--- config.mk ---
export PLATFORM = sky130hd
export DESIGN_NAME = ppu_requant_wb
export DESIGN_NICKNAME = d
export VERILOG_FILES = /design/src/rtl/ppu_requant_wb.sv
export SDC_FILE = /design/constraint.sdc
export NUM_CORES = 1
export LEC_CHECK = 0
export CORE_MARGIN = 10
export CORE_UTILIZATION = 58
export CTS_BUF_LIST = sky130_fd_sc_hd__clkbuf_8
export DETAILED_ROUTE_END_ITERATION = 6
export PLACE_DENSITY = 0.84
export SKIP_CTS_REPAIR_TIMING = 1
export SYNTH_ARGS = -nofsm -noshare
export SYNTH_HDL_FRONTEND = slang
export SYNTH_SLANG_ARGS = --single-unit
export TNS_END_PERCENT = 100
--- constraint.sdc ---
create_clock -name i_clk -period 9.4 [get_ports i_clk]
set_clock_uncertainty 0.1 [all_clocks]
set_input_delay 1.41 -clock i_clk [delete_from_list [all_inputs] [get_ports i_clk]]
set_output_delay 1.41 -clock i_clk [all_outputs]
set_load 0.01 [all_outputs]
--- src/rtl/ppu_requant_wb.sv ---
// Writeback stage: reads int32 opsums, applies ReLU / rounding shift / zero-point / int8 saturation,
// packs four bytes per word and writes them back to the GLB. One element per RD+CAP pair, one WR per packed word.
module ppu_requant_wb #(
    parameter int DATA_SIZE = 32,
    parameter int ADDR_W    = 32,
    parameter int CNT_W     = 16
) (
    input  logic                 i_clk,
    input  logic                 i_rst,
    input  logic                 i_start,
    input  logic [CNT_W-1:0]     i_num_words,
    input  logic [ADDR_W-1:0]    i_src_baseaddr,
    input  logic [ADDR_W-1:0]    i_dst_baseaddr,
    input  logic [4:0]           i_shift,
    input  logic [7:0]           i_zero_point,
    input  logic                 i_relu_en,
    output logic                 o_busy,
    output logic                 o_done,
    output logic [3:0]           o_glb_re,
    output logic [ADDR_W-1:0]    o_glb_r_addr,
    input  logic [DATA_SIZE-1:0] i_glb_r_data,
    output logic [3:0]           o_glb_we,
    output logic [ADDR_W-1:0]    o_glb_w_addr,
    output logic [DATA_SIZE-1:0] o_glb_w_data
);

    typedef enum logic [2:0] {S_IDLE, S_RD, S_CAP, S_WR, S_DONE} state_t;

    localparam logic [CNT_W-1:0]            CNT_ONE = 1;
    localparam logic [DATA_SIZE:0]          RND_ONE = 1;
    localparam logic signed [DATA_SIZE+1:0] SAT_HI  = 127;
    localparam logic signed [DATA_SIZE+1:0] SAT_LO  = -128;

    state_t                r_state, w_state_nx;
    logic [CNT_W-1:0]      r_num, r_cnt, r_word;
    logic [ADDR_W-1:0]     r_src, r_dst;
    logic [4:0]            r_shift;
    logic [7:0]            r_zp;
    logic                  r_relu;
    logic [1:0]            r_lane;
    logic [DATA_SIZE-1:0]  r_pack;

    logic signed [DATA_SIZE-1:0] w_x;
    logic signed [DATA_SIZE:0]   w_x33, w_half, w_rnd, w_y;
    logic signed [DATA_SIZE+1:0] w_z;
    logic [7:0]                  w_byte;
    logic [CNT_W-1:0]            w_cnt_nx;
    logic [3:0]                  w_mask;

    // Rounding add is done one bit wider than the opsum so x + 2^(shift-1) cannot overflow.
    always_comb begin
        w_x    = (r_relu && i_glb_r_data[DATA_SIZE-1]) ? '0 : $signed(i_glb_r_data);
        w_x33  = $signed({w_x[DATA_SIZE-1], w_x});
        w_half = (r_shift == 5'd0) ? '0 : $signed(RND_ONE << (r_shift - 5'd1));
        w_rnd  = w_x33 + w_half;
        w_y    = w_rnd >>> r_shift;
        w_z    = $signed({w_y[DATA_SIZE], w_y}) + $signed({{(DATA_SIZE-6){r_zp[7]}}, r_zp});
        if (w_z > SAT_HI)      w_byte = 8'h7F;
        else if (w_z < SAT_LO) w_byte = 8'h80;
        else                   w_byte = w_z[7:0];
    end

    assign w_cnt_nx = r_cnt + CNT_ONE;

    always_comb begin
        case (r_lane)
            2'd1:    w_mask = 4'b0001;
            2'd2:    w_mask = 4'b0011;
            2'd3:    w_mask = 4'b0111;
            default: w_mask = 4'b1111;
        endcase
    end

    always_ff @(posedge i_clk or negedge i_rst) begin
        if (!i_rst) begin
            r_state <= S_IDLE;
            r_num   <= '0;
            r_cnt   <= '0;
            r_word  <= '0;
            r_src   <= '0;
            r_dst   <= '0;
            r_shift <= '0;
            r_zp    <= '0;
            r_relu  <= 1'b0;
            r_lane  <= '0;
            r_pack  <= '0;
        end else begin
            r_state <= w_state_nx;
            case (r_state)
                S_IDLE: if (i_start) begin
                    r_num   <= i_num_words;
                    r_src   <= i_src_baseaddr;
                    r_dst   <= i_dst_baseaddr;
                    r_shift <= i_shift;
                    r_zp    <= i_zero_point;
                    r_relu  <= i_relu_en;
                    r_cnt   <= '0;
                    r_word  <= '0;
                    r_lane  <= '0;
                    r_pack  <= '0;
                end
                S_CAP: begin
                    r_pack[{r_lane, 3'b000} +: 8] <= w_byte;
                    r_cnt  <= w_cnt_nx;
                    r_lane <= r_lane + 2'd1;
                end
                S_WR: begin
                    r_pack <= '0;
                    r_word <= r_word + CNT_ONE;
                end
                default: ;
            endcase
        end
    end

    // At WR the lane counter already points past the last filled lane (0 means all four).
    always_comb begin
        w_state_nx   = r_state;
        o_busy       = (r_state != S_IDLE);
        o_done       = 1'b0;
        o_glb_re     = 4'h0;
        o_glb_r_addr = '0;
        o_glb_we     = 4'h0;
        o_glb_w_addr = '0;
        o_glb_w_data = '0;
        case (r_state)
            S_IDLE: if (i_start) w_state_nx = (i_num_words != '0) ? S_RD : S_DONE;
            S_RD: begin
                o_glb_re     = 4'hF;
                o_glb_r_addr = r_src + {{(ADDR_W-CNT_W-2){1'b0}}, r_cnt, 2'b00};
                w_state_nx   = S_CAP;
            end
            S_CAP: w_state_nx = (r_lane == 2'd3 || w_cnt_nx == r_num) ? S_WR : S_RD;
            S_WR: begin
                o_glb_we     = w_mask;
                o_glb_w_addr = r_dst + {{(ADDR_W-CNT_W-2){1'b0}}, r_word, 2'b00};
                o_glb_w_data = r_pack;
                w_state_nx   = (r_cnt == r_num) ? S_DONE : S_RD;
            end
            S_DONE: begin
                o_done     = 1'b1;
                w_state_nx = S_IDLE;
            end
            default: w_state_nx = S_IDLE;
        endcase
    end

endmodule

## Word level (Yosys, flattened, before mapping)

Cells that the tools add are included.

| word-level totals | value |
|---|---|
| flip-flop bits (word level) | 163 |
| logic and storage cells | 73 |

| cells by class | value |
|---|---|
| magnitude comparators | 2 |
| mux-type cells | 24 |
| reduce and logical (&&, ||, !) cells | 13 |
| $add $sub $neg | 9 |
| shift-type cells | 4 |
| equal/unequal tests | 10 |

Operator list:

| cell | number |
|---|---|
| 32-bit 2-to-1 mux | 5 |
| 32-bit one-hot mux with 3 select lines | 1 |
| 32-bit by 18-bit adder with 32-bit output | 2 |
| 16-bit one-hot mux with 2 select lines | 2 |
| 33-bit by 8-bit adder with 34-bit output | 1 |
| 34-bit by 8-bit greater-than comparator with 1-bit output (second input constant) | 1 |
| 34-bit by 8-bit < comparator with 1-bit output (second input constant) | 1 |
| 32-bit by 33-bit adder with 33-bit output | 1 |
| 33-bit 2-to-1 mux | 1 |
| 1-bit by 5-bit left shift with 33-bit output (first input constant) | 1 |
| 33-bit by 5-bit >>> shifter with 33-bit output | 1 |
| 16-bit by 1-bit adder with 16-bit output (second input constant) | 2 |
| 32-bit bitwise mux | 1 |
| 16-bit equality test | 2 |
| 8-bit by 7-bit variable shift with 32-bit output (first input constant) | 1 |
| 8-bit by 7-bit variable part select with 32-bit output | 1 |
| 16-bit 2-to-1 mux | 1 |
| 8-bit 2-to-1 mux | 2 |
| 16-bit nonzero test | 1 |
| 3-bit one-hot mux with 4 select lines | 1 |
| 4-bit one-hot mux with 3 select lines | 1 |
| 3-bit 2-to-1 mux | 3 |
| 4-bit 2-to-1 mux | 2 |
| 2-bit AND reduction | 4 |
| 18 further kinds | 23 |

## Longest topological paths before layout

Gate-level depths: netlist (run 1).

| depth | value |
|---|---|
| depth after elaboration | 12 |
| mapped depth | 35 |

## Worst setup path after synthesis (run 1)

Ideal clock, no wire load.

| timing path | value |
|---|---|
| kind | input -> register |
| start point | input i_glb_r_data[31] |
| end point | register r_pack[24] |
| cell stages on the path | 29 |
| setup slack | 1.619 ns |
| buffers on the path | 3 |
| data arrival time | 7.539 ns |
| required time | 9.159 ns |
| path through | nand2_1 clkbuf_1 and2_1 ha_1 buf_6 a21o_1 or3_1 a311o_1 and3_4 a211o_1 xor2_1 mux2_2 mux2i_1 mux4_2 a21oi_2 ha_1 fa_1 a211oi_1 o211a_1 or3_1 buf_2 a211oi_4 or4_1 a222oi_1 nand4_1 nor4_2 nand2_1 nand3_1 o2111ai_1 |

| between the ends | value |
|---|---|
| cells in the longest elaborated chain, start to end | 11 |

RTL lines:

| item | RTL line | text |
|---|---|---|
| from (decl) | 21 | `input logic [DATA_SIZE-1:0] i_glb_r_data,` |
| 1-bit logical AND | 52 | `w_x = (r_relu && i_glb_r_data[DATA_SIZE-1]) ? '0 : $signed(i_glb_r_data);` |
| 32-bit 2-to-1 mux (*) | 52 |  |
| 32-bit by 33-bit adder with 33-bit output (*) | 55 | `w_rnd = w_x33 + w_half;` |
| 33-bit by 5-bit >>> shifter with 33-bit output (*) | 56 | `w_y = w_rnd >>> r_shift;` |
| 33-bit by 8-bit adder with 34-bit output (*) | 57 | `w_z = $signed({w_y[DATA_SIZE], w_y}) + $signed({{(DATA_SIZE-6){r_zp[7]}}, r_zp});` |
| 34-bit by 8-bit < comparator with 1-bit output | 59 | `else if (w_z < SAT_LO) w_byte = 8'h80;` |
| 8-bit 2-to-1 mux | 59 |  |
| 8-bit 2-to-1 mux (*) | 58 | `if (w_z > SAT_HI) w_byte = 8'h7F;` |
| 8-bit by 7-bit variable part select with 32-bit output (*) | 103 | `r_pack[{r_lane, 3'b000} +: 8] <= w_byte;` |
| 32-bit bitwise mux (*) | 103 |  |
| 32-bit one-hot mux with 3 select lines (*) | 89 | `case (r_state)` |
| to (signal, indexed assignment) | 103 |  |
| to (decl) | 41 | `logic [DATA_SIZE-1:0] r_pack;` |

Every way passes the cells marked *; elsewhere a longest branch is shown, timed or not.
A chain may end at the register's enable or synchronous reset.

## Worst setup path after layout (run 1)

| timing path | value |
|---|---|
| start point | input i_glb_r_data[31] |
| end point | register r_pack[26] |

The elaborated chain is that of the path after synthesis.

==> summary.md, run 1 <==
| Metric | Value |
|---|---|
| Hold Crit Class | reg -> reg |
| Worst Setup SP | i_glb_r_data[31] |
| Synth cell count leaders | nand2_1, nor2_1, dfrtp_1, o21ai_0, a21oi_1 |
| Async SR Flop Fraction | 100% |
| Synth top area share | 24.1% |
| Total track usage | 30.5% |
| Ys Warns | 0 |
| P_leak | 8.99 nW |
| Most frequent cell after synthesis | nand2_1 |
| CORE AREA | 28,800 um^2 |
| Post-layout minimum cycle time | 8.95 ns |
| Layout cells sized above 1 | 5.80% |
| Final wirelength | 57,400 um |
| Worst reg2reg startpoint | r_shift[1] |
| Top Family by Delay on Critical Path | compound AO/OA/AOI/OAI gates |
| Final hold violation count | 0 |
| Total grt overflow | 0 |
| Power Dens Cells | 398 nW/um^2 |
| Antenna-violating nets left | 0 |
| Post-Syn Area | 16,900 um^2 |
| Req. time, crit path | 9.68 ns |
| IO Port Bufs | 234 |
| CP max stage delay | 0.66 ns |
| Clk sinks | 163 |
| P&R area growth vs syn | 17.6% |
| Iteration-0 DRC Markers | 1,807 |
| Starting Density | 58.9% |
| Non-filler instance count after layout | 2,851 |
| CP max stage cell | or4_1 |
| Initial antenna violation count | 1 |
| Placed insts | 2,818 |
| Max_slew headroom | 18.4% |
| Worst setup EP type | flop |
| Sequential fraction of the synthesis area | 24.1% |
| CP startpoint kind | input pin |
| Iteration count of the initial detailed-routing pass | 6 |
| Via count | 18,200 |
| Number of global-route vias before repair | 17,100 |
| IO Pins | 235 |
| Tcrit/Tclk final | 95.2% |
| DP HPWL | 44,200 um |
| Vias per std cell | 6.38 |
| Syn Inst Count | 2,299 |
| Synthesized area per cell | 7.37 um^2 |
| Nets | 2,691 |
| Crit path buffers/inverters | 3 |
| CTS tree | built |
| Ranking of synthesized cells by area | dfrtp_1, nand2_1, ha_1, nor2_1, o21ai_0 |
| Die width | 191 um |
| Yosys top cell by area | dfrtp_1 |
| Total negative setup slack | 0 ns |
| Synth Flop Type | dfrtp_1 |
| Worst-Margin Slew | 1.21 ns |
| H-tree depth | 4 |
| CTS Buf Count | 17 |
| Max-slew violation count | 0 |
| Final setup viols | 0 |
| DR WL/cell | 20.1 um |
| Clk pin slew, worst setup/hold paths | 0.10 ns |
| Clock tree root buffer cell | clkbuf_8 |
| Yosys cell types | 102 |
| Filler Cell Count | 2,401 |
| CTS Buffer Depth | 2 |
| Synth Register Bits | 163 |
| Worst EP arrival | 9.23 ns |
| Largest net degree at the start of global routing | 107 |
| Peak VDD IR | 0.194 mV |
| Status | finished, final reports clean |
| RSZ-0062 raised after global routing | false |
| Number of flops mapped to enable cells by yosys | 0 |
| Worst skew pair latency | 0.48 ns |
| Row count | 62 |
| Kind of critical path | in -> reg |
| Worst Min Path Start | r_pack[15] |
| Die Ht | 191 um |
| CP max FO | 31 |
| First-pass GRT wire length | 91,800 um |
| Max Cap Viol | 0 |
| Maximum clock rate | 112 MHz |
| GP Congestion | 0.980 |
| Total die area | 36,500 um^2 |
| # DRC | 0 |
| Syn_nets | 2,537 |
[flip-flops by register name, summed over array words and instances, names as in the netlist, 5 cells and up]
signal,flops
r_pack,32
r_dst,32
r_cnt,16
r_shift,5
r_num,16
r_src,32
r_zp,8
r_word,16
[layer usage]
layer  part of all wire [%]  vias up  GRT usage, %  routed length, um
met5                      0        -             0                  0
met4                    2.8        0          8.30               1620
met3                    8.7      124          5.56               4990
met2                     46      889          49.2              26200
met1                     43     8633          41.2              24600
li1                       -     8552             -                  -
[final timing paths]
kind                               to  slack, ns  depth (start not counted)
max in group asynchronous    r_num[1]       6.86                          2
min                        r_pack[15]       0.38                          2
max reg2reg                r_pack[20]       0.46                         27
min in group asynchronous   r_dst[16]       0.92                          1
max                        r_pack[26]       0.45                         30
min reg2reg                r_pack[15]       0.38                          2
[report_power, final]
group	switching (W)	leakage, nW	internal, W
logic	0.00386	6.66	0.00232
clock network	0.000324	0.203	0.000208
registers	0.000269	2.12	0.000944
total	0.00445	8.99	0.00347
[worst register-to-register path, delay by kind of cell, from the launching register on]
kind | cells | cell delay (ns)
XOR/XNOR | 1 | 0.20
buffers and inverters | 1 | 0.57
adder cells (fa/ha/maj) | 2 | 0.77
AO/OA/AOI/OAI | 15 | 4.31
flip-flops | 1 | 0.55
AND/OR/NAND/NOR | 6 | 1.62
multiplexers | 2 | 0.75
[per-stage QoR]
step           power (W)  instance area (um^2)  worst slack, ns  util [%]  hold WS [ns]
2_1_floorplan    0.00551                 16900             1.62         -         0.338
6_report         0.00792                 19900            0.447      69.2         0.383
3_3_place_gp     0.00710                 19500            0.184      67.8         0.356
5_1_grt          0.00852                 19900           0.0440      69.2         0.420
3_5_place_dp     0.00719                 19500           0.0245      67.8         0.364
4_1_cts          0.00776                 19900            0.486      69.2         0.388
[logic make-up after synthesis]
family | count (synthesis) | synth area share, %
AOI/OAI and AO/OA | 577 | 23.3
DFF | 163 | 24.1
and+or+nand+nor | 1087 | 29.5
other | 1 | 0.0221
xor gates and xnor gates | 113 | 5.88
adders and majority gates | 109 | 8.22
muxes | 66 | 4.74
buffers and inverters | 183 | 4.27
[layout by cell type, fill, tap and decap left out, types with 11 or more instances in the layout]
cell / netlist / routed
nand2_1: 460 / 458
clkdlybuf4s50_1: 0 / 233
nor2_1: 225 / 224
dfrtp_1: 163 / 163
o21ai_0: 134 / 134
a21oi_1: 121 / 121
ha_1: 105 / 105
and3_1: 80 / 80
nand3_1: 78 / 78
xnor2_1: 72 / 72
and2_1: 53 / 53
nor3_1: 53 / 52
inv_1: 46 / 46
xor2_1: 40 / 40
a21o_1: 39 / 39
mux2i_1: 39 / 39
buf_4: 3 / 35
o211ai_1: 32 / 32
a211oi_1: 32 / 32
nand4_1: 26 / 26
o31ai_1: 18 / 18
clkbuf_8: 0 / 18
or3_1: 17 / 17
a211o_1: 17 / 17
nand2b_1: 17 / 17
nor2b_1: 16 / 16
mux2_2: 16 / 16
o21a_1: 15 / 15
o21bai_1: 15 / 15
nor4_1: 16 / 15
o2111ai_1: 13 / 13
or2_2: 12 / 12
o21ai_1: 11 / 11
a31oi_1: 11 / 11
[final cells by class]
| class | count | area (um^2) | area share [%] |
|---|---|---|---|
| multi-input combinational | 1953 | 12200 | 61.1 |
| sequential | 163 | 4080 | 20.5 |
| timing repair buffer | 269 | 2610 | 13.1 |
| tap | 384 | 480 | 2.41 |
| clock buffer | 18 | 248 | 1.24 |
| antenna | 1 | 2.50 | 0.0126 |
| inverter | 49 | 184 | 0.923 |
| clock inverter | 14 | 148 | 0.741 |
Note: power is estimated with default switching activity, not from simulation.
==> inputs of run 2 (changes only) <==
SETUP_SLACK_MARGIN = 0.1   (was default)
==> summary.md, run 2 (same netlist as run 1, synthesis figures left out) <==
| Metric | Value |
|---|---|
| Status | finished, final reports clean |
| Row count | 62 |
| Nets | 2,691 |
| Iteration-0 DRC Markers | 1,925 |
| RSZ-0062 raised after global routing | true |
| Worst skew pair latency | 0.49 ns |
| Clk sinks | 163 |
| IO Pins | 235 |
| Kind of critical path | reg -> reg |
| Core Util, Final | 69.3% |
| Antenna-violating nets left | 0 |
| CP max FO | 15 |
| Tcrit/Tclk final | 95.4% |
| Worst EP arrival | 9.26 ns |
| Total track usage | 30.5% |
| Final Worst Setup Slack | 0.428 ns |
| H-tree depth | 4 |
| Clk pin slew, worst setup/hold paths | 0.10 ns |
| Number of global-route vias before repair | 17,100 |
| Max_slew headroom | 18.0% |
| Vias per std cell | 6.37 |
| Layout cells sized above 1 | 5.88% |
| Final wirelength | 57,500 um |
| Worst setup EP type | flop |
| Top flop regs | r_dst: 32 flops, r_pack: 32 flops, r_src: 32 flops |
| IO Port Bufs | 234 |
| Iteration count of the initial detailed-routing pass | 6 |
| Peak VDD IR | 0.199 mV |
| Power Dens Cells | 399 nW/um^2 |
| Final hold violation count | 0 |
| Maximum clock rate | 111 MHz |
| CP startpoint kind | flop |
| First-pass GRT wire length | 91,800 um |
| P_leak | 8.99 nW |
| CORE AREA | 28,800 um^2 |
| Total negative setup slack | 0 ns |
| P&R area growth vs syn | 17.6% |
| Total die area | 36,500 um^2 |
| Die width | 191 um |
| Setup slack at placement | 0.0245 ns |
| Post-layout minimum cycle time | 8.97 ns |
| Initial antenna violation count | 1 |
| CTS tree | built |
| CTS Buf Count | 17 |
| Die Ht | 191 um |
| Total power | 0.00795 W |
| Largest net degree at the start of global routing | 107 |
| Final setup viols | 0 |
| Req. time, crit path | 9.68 ns |
| Max-slew violation count | 0 |
| GP Congestion | 0.980 |
| CTS Buffer Depth | 2 |
| Via count | 18,200 |
| # DRC | 0 |
| DR WL/cell | 20.2 um |
| Clock tree root buffer cell | clkbuf_8 |
| Starting Density | 58.9% |
| Most common cell after layout, fill and taps aside | nand2_1 |
| Worst-Margin Slew | 1.22 ns |
| Max Cap Viol | 0 |
| Hold Crit Class | reg -> reg |
| DP HPWL | 44,200 um |
| Total grt overflow | 0 |
| Worst hold slack | 0.384 ns |
| Commonest cells after routing, fill and taps aside | nand2_1, clkdlybuf4s50_1, nor2_1, dfrtp_1, o21ai_0 |
[run 2: changes by cell type in the layout (fill, tap and decap cells not counted)]
cell | previous run | this run
mux2i_1 | 39 | 38
mux2i_2 | 0 | 1
o311ai_1 | 1 | 0
o311ai_2 | 1 | 2
[run 2: cell type report]
| type | instances | area (um^2) |
|---|---|---|
| multi-input combinational | 1953 | 12200 |
| fill | 2403 | 8840 |
| sequential | 163 | 4080 |
| timing repair buffer | 269 | 2610 |
| tap | 384 | 480 |
| clock buffer | 18 | 248 |
| inverter | 49 | 184 |
| clock inverter | 14 | 148 |
| antenna | 1 | 2.50 |
[run 2: path summary, 6_finish.rpt]
kind	startpoint	end	slack, ns	depth (start not counted)
min in group asynchronous	i_rst	r_dst[16]	0.92	1
worst min-delay path	r_pack[15]	r_pack[15]	0.38	2
worst max register to register	r_shift[1]	r_pack[19]	0.43	27
max in group asynchronous	i_rst	r_num[1]	6.85	2
worst max-delay path	r_shift[1]	r_pack[19]	0.43	27
worst min register to register	r_pack[15]	r_pack[15]	0.38	2
[run 2: stage by stage]
| step | cells | instance area, um^2 |
|---|---|---|
| 5_1_grt | 2851 | 19900 |
| 3_5_place_dp | 2818 | 19500 |
| 2_1_floorplan | 2299 | 16900 |
| 3_3_place_gp | 2818 | 19500 |
| 4_1_cts | 2850 | 19900 |
| 6_report | 2851 | 19900 |
[run 2: power by group]
group | internal [W] | switching (W)
combinational | 0.00233 | 0.00388
clock | 0.000208 | 0.000325
sequential | 0.000944 | 0.000269
[run 2: per-layer routing]
metal  up-vias  track usage, %  share of wire (%)
li1       8559               -                  -
met1      8632            41.2                 43
met2       872            49.2                 46
met3       110            5.56                8.9
met4         0            8.30                2.7
met5         -               0                  0
[run 2: worst max-delay path: stages (launching register included)]
cell       delay (ns)
dfrtp_1          0.55
inv_1            0.56
nand2_1          0.55
nor3_1           0.28
ha_1             0.37
a21o_1           0.24
or3_1            0.31
a311o_1          0.31
and3_4           0.17
a211o_1          0.32
a21o_1           0.23
xor2_1           0.20
mux4_2           0.49
mux2i_1          0.26
a211oi_1         0.17
a31o_1           0.24
ha_1             0.40
a21oi_1          0.12
o21ai_0          0.36
a31oi_1          0.29
o2111ai_2        0.22
nand3_1          0.22
a211oi_1         0.42
o21ba_2          0.21
o21ai_0          0.27
a211oi_1         0.77
nor2_1           0.07
o21ai_0          0.17
